<file path="config.mk">
export PLATFORM = sky130hd
export DESIGN_NAME = serial_adder
export DESIGN_NICKNAME = d
export VERILOG_FILES = /design/src/rtl/serial_adder.sv
export SDC_FILE = /design/constraint.sdc
export NUM_CORES = 1
export LEC_CHECK = 0
export BUFFER_PORTS_ARGS = -buffer_cell sky130_fd_sc_hd__buf_2
export CELL_PAD_IN_SITES_DETAIL_PLACEMENT = 1
export CELL_PAD_IN_SITES_GLOBAL_PLACEMENT = 2
export CORE_ASPECT_RATIO = 1.1
export CORE_MARGIN = 1
export CORE_UTILIZATION = 35
export CTS_BUF_LIST = sky130_fd_sc_hd__clkbuf_8
export CTS_CLUSTER_DIAMETER = 150
export CTS_CLUSTER_SIZE = 12
export DETAILED_ROUTE_END_ITERATION = 6
export HOLD_SLACK_MARGIN = 0.05
export PLACE_DENSITY_LB_ADDON = 0.15
export SLEW_MARGIN = 15
export SYNTH_ARGS = -nofsm -noshare
export SYNTH_HDL_FRONTEND = slang
export SYNTH_SLANG_ARGS = --single-unit
export TNS_END_PERCENT = 100
</file>
<file path="constraint.sdc">
create_clock -name clk -period 1.6 [get_ports clk]
set_input_delay 0.08 -clock clk [delete_from_list [all_inputs] [get_ports clk]]
set_output_delay 0.08 -clock clk [all_outputs]
set_load 0.1 [all_outputs]
</file>
<file path="src/rtl/serial_adder.sv">
// serial_adder
//
// Bit-serial adder/subtractor. A single full-adder cell and a carry flip-flop
// walk two WIDTH-bit operands LSB-first, one bit per clock. Subtraction is done
// as a + ~b + ~cin, so the same cell serves both modes.
//
// Ports
//   clk       rising-edge system clock
//   rst       synchronous, active-high reset; aborts any operation in flight
//   start     request, only looked at while busy is low
//   sub       0: a + b + cin    1: a - b - cin
//   a, b      operands, captured when start is accepted
//   cin       carry-in (add) or borrow-in (sub), captured with the operands
//   sum       result, held from done until the next completed operation
//   cout      carry-out; in subtract mode 1 means no borrow
//   overflow  signed overflow (carry into MSB xor carry out of MSB)
//   busy      high from the edge after start is accepted until done drops
//   done      one-cycle pulse when sum/cout/overflow are updated
//
// One operation occupies WIDTH+2 cycles: one IDLE cycle to accept start,
// WIDTH RUN cycles (one per bit), and one DONE cycle.

module serial_adder #(
    parameter int WIDTH = 8
) (
    input  logic             clk,
    input  logic             rst,
    input  logic             start,
    input  logic             sub,
    input  logic [WIDTH-1:0] a,
    input  logic [WIDTH-1:0] b,
    input  logic             cin,
    output logic [WIDTH-1:0] sum,
    output logic             cout,
    output logic             overflow,
    output logic             busy,
    output logic             done
);

    localparam int CNT_W = $clog2(WIDTH);
    localparam logic [CNT_W-1:0] LAST_BIT = CNT_W'(WIDTH - 1);

    typedef enum logic [1:0] {
        IDLE,
        RUN,
        DONE
    } state_t;

    state_t state;
    state_t state_next;

    logic load;
    logic step;

    logic [WIDTH-1:0] sh_a;
    logic [WIDTH-1:0] sh_b;
    logic             carry;
    logic [CNT_W-1:0] bit_cnt;

    // Holds the first WIDTH-1 result bits; the last bit is joined on the fly
    // when the final sum is registered, so no bit of this register is wasted.
    logic [WIDTH-2:0] partial;

    logic             bit_sum;
    logic             bit_carry;
    logic [WIDTH-1:0] result_now;

    // State register.
    always_ff @(posedge clk) begin
        if (rst) begin
            state <= IDLE;
        end else begin
            state <= state_next;
        end
    end

    // Next-state logic and the handshake outputs. busy/done depend only on the
    // state register, so there is no combinational path from inputs to outputs.
    always_comb begin
        state_next = state;
        load       = 1'b0;
        step       = 1'b0;
        busy       = 1'b0;
        done       = 1'b0;
        case (state)
            IDLE: begin
                if (start) begin
                    load       = 1'b1;
                    state_next = RUN;
                end
            end
            RUN: begin
                busy = 1'b1;
                step = 1'b1;
                if (bit_cnt == LAST_BIT) begin
                    state_next = DONE;
                end
            end
            DONE: begin
                busy       = 1'b1;
                done       = 1'b1;
                state_next = IDLE;
            end
            default: begin
                state_next = IDLE;
            end
        endcase
    end

    // The full-adder cell working on the current LSBs.
    assign bit_sum    = sh_a[0] ^ sh_b[0] ^ carry;
    assign bit_carry  = (sh_a[0] & sh_b[0]) | (sh_a[0] & carry) | (sh_b[0] & carry);
    assign result_now = {bit_sum, partial};

    // Datapath. On load, B and the carry are pre-inverted in subtract mode so
    // the cell always adds. During the last bit the carry register still holds
    // the carry into the MSB, so overflow is taken directly as carry ^ bit_carry
    // at the same edge that registers the result.
    always_ff @(posedge clk) begin
        if (rst) begin
            sh_a     <= '0;
            sh_b     <= '0;
            carry    <= 1'b0;
            bit_cnt  <= '0;
            partial  <= '0;
            sum      <= '0;
            cout     <= 1'b0;
            overflow <= 1'b0;
        end else if (load) begin
            sh_a    <= a;
            sh_b    <= b ^ {WIDTH{sub}};
            carry   <= cin ^ sub;
            bit_cnt <= '0;
        end else if (step) begin
            sh_a    <= sh_a >> 1;
            sh_b    <= sh_b >> 1;
            carry   <= bit_carry;
            partial <= result_now[WIDTH-1:1];
            bit_cnt <= bit_cnt + 1'b1;
            if (bit_cnt == LAST_BIT) begin
                sum      <= result_now;
                cout     <= bit_carry;
                overflow <= carry ^ bit_carry;
            end
        end
    end

endmodule

</file>
==> flow_summary.toml <==
[status]
outcome = "finished, final reports clean"

[power_and_ir_drop]
total_power_mw = 2.96
p_leak_nw = 0.838
p_sw_frac = 0.364
p_int_mw = 1.88
clockPowerShare = 0.211
power_density_mw_per_mm2 = 1420
power_frac_comb = 0.377
switchingPower_mw = 1.08
ir_worst_vdd_mv = 0.774
pwr-share-seq = 0.412

[route]
vias_per_cell = 4.85
postRouteAntennaNets = 0
wirelength_mm = 3.78
drt_first_iter_violations = 39
firstDrtPassIters = 2
wire_per_inst_um = 14.1
vias = 1305
drcViolationCount = 0

[global_route]
grt_usage = 0.151
grt_max_degree = 32
grt_pass1_vias = 1389
antenna_found_initial = 0
grt_first_pass_wirelength_mm = 6.41
grt_overflow = 0

[cts]
cts_root_buffer = "clkbuf_8"
cts_tree = "done"
h-tree-depth = 2
cts.clk_slew.worst_paths_ns = 0.07
clk-insertion-delay-late_ns = 0.29
cts_buffers = 5
clockBufferDepth = 2
postCtsSetupRepairBufs = 0
cts_sinks = 39
hold_buffers = 0

[floorplanning]
io_pins = 33
dieArea_mm2 = 0.00533
core-area_mm2 = 0.00475
start_util = 0.371
rows = 26
die_width_um = 69.7
dieHeight_um = 76.4

[setup_path]
crit_arrival_ns = 1.68
cp_max_fo = 17
worstPathRequired_ns = 1.81
r2r_slack_ns = 0.13
cp-end-kind = "register"
path_class = "register to register"
cp-start-kind = "register"

[job]
cap_violations = 0

[cells_and_area]
syn2layout_area_growth_pct = 17.7
layout.nets = 241
drive_gt1_frac = 0.263
diodes = 0
final_core_util = 0.437

[sta]
slew-limit-headroom = 0.679
timing.final.ws_setup_ns = 0.132
grt_setup_unrepaired = "no"
slew_violations = 0
finClkSkew_ns = 0.00682
min_period_over_period = 0.918
fmax_mhz = 681
tightest_slew_ns = 0.486
finalSetupViolCount = 0
finalCriticalPeriod_ns = 1.47
tns_ns = 0
hold_violations = 0

[synth]
ys_seq_area_frac = 0.443
synth-compound-area-share = 0.126
synth_top_area_share = 0.443
yosys.area.top_type = "dfxtp_1"
synthCells = 176
ys_seq_elements = 39
syn_nets = 205
synth_area_per_cell_um2 = 10.0
synth_mux_area_frac = 0.148
synth-simple-area-share = 0.121
synth_cell_types = 24
synthAdderAreaFrac = 0.0610
synthTopCellsByArea = "dfxtp_1 44%, mux2i_1 15%, o22ai_2 5.7%, ha_1 5.0%, xnor2_1 5.0%"
synth_top_family_by_area = "multiplexers"
synth-xor-area-share = 0.0546
syn-cell-area_mm2 = 0.00176
ys_warn_count = 0

[placement]
numPortBuffers = 32
place_hpwl_mm = 2.76
pre_cts_slack_ns = -0.0861
globalplace.congestion = 0.682

[min_path]
worst_hold_path_type = "input port to register"
-- worst paths after layout --
kind	startpoint	cells past startpoint	end
hold reg to reg	sum[4]	2	sum[4]
setup reg to reg	state[0]	7	carry
setup / recovery	state[0]	7	carry
hold / removal	a[0]	3	sh_a[0]
-- cell type report --
cell class	count	area [um2]
inverters	4	15.0
clock buffers	5	68.8
flip-flops and latches	39	781
repair buffers	40	223
multi-input cells	122	906
clock inverters	3	12.5
well taps	56	70.1
fillers	552	2670
-- state kept, by name (all words and copies together) (netlist names) --
signal / cells
bit_cnt: 3
carry: 1
cout: 1
overflow: 1
partial: 7
sh_a: 8
sh_b: 8
state: 2
sum: 8
-- metal layers --
layer	global-route usage	vias up	wire length, um
li1	-	666	-
met1	0.164	608	1670
met2	0.279	25	1920
met3	0.0278	6	117
met4	0.0720	0	72
met5	0	-	0
-- cells by family (layout without fill, tap and decap cells) --
kind of cell               after synthesis  in the layout
muxes                                   26             26
buffers and inverters                   15             52
adders and majority gates                8              8
and+or+nand+nor                         49             49
AOI/OAI and AO/OA                       28             28
DFF                                     39             39
xor gates and xnor gates                11             11
-- stage by stage --
step,instance area [um2],hold WS (ns),instances
4_1_cts,2070,0.0714,269
5_1_grt,2080,0.0842,269
3_5_place_dp,1990,0.384,261
2_1_floorplan,1760,0.241,176
6_report,2080,0.0757,269
3_3_place_gp,1990,0.377,261
-- critical path, cell delays in order, from the launching register on --
cell and delay (ns):
dfxtp_1 0.39, inv_1 0.10, ha_1 0.24, nand2_2 0.07
buf_4 0.22, nand2b_1 0.10, buf_4 0.17, o22ai_2 0.10
-- repair_timing --
| item | CTS | global route |
|---|---|---|
| cloned | 0 | 0 |
| setup endpoints to repair | 8 | 2 |
| gates resized for setup | 1 | 2 |
-- cells in the mapped netlist --
library cell	count
or2_0	1
clkbuf_1	1
ha_1	7
buf_1	1
inv_1	4
fa_1	1
buf_6	1
mux2i_1	26
a21oi_1	11
nand3b_1	2
nand3_1	2
nand2_2	1
dfxtp_1	39
and2_1	1
nand2_1	19
a22oi_1	1
buf_4	3
xnor2_1	10
o22ai_2	8
nand2b_1	5
xor2_1	1
buf_2	5
a211oi_1	8
nor2_1	18
-- power by group through the flow --
stage | logic (mW) | clock network, mW | registers [mW]
after floorplan | 0.896 | 0 | 1.21
after global placement | 1.07 | 0 | 1.23
after detailed placement | 1.11 | 0 | 1.24
after CTS | 1.12 | 0.656 | 1.22
after global routing | 1.20 | 0.686 | 1.24
final | 1.12 | 0.623 | 1.22
-- cell usage in the layout (no fill, tap or decap), types with 2 or more instances in the layout --
cell type / netlist / layout
buf_4: 3 / 8
mux2i_1: 26 / 26
nor2_1: 18 / 18
nand2b_1: 5 / 5
nand3b_1: 2 / 2
a21oi_1: 11 / 11
nand3_1: 2 / 2
ha_1: 7 / 7
inv_1: 4 / 6
o22ai_2: 8 / 8
nand2_1: 19 / 19
buf_2: 5 / 31
a211oi_1: 8 / 8
dfxtp_1: 39 / 39
clkbuf_8: 0 / 5
xnor2_1: 10 / 10
Note: power is estimated with default switching activity, not from simulation.
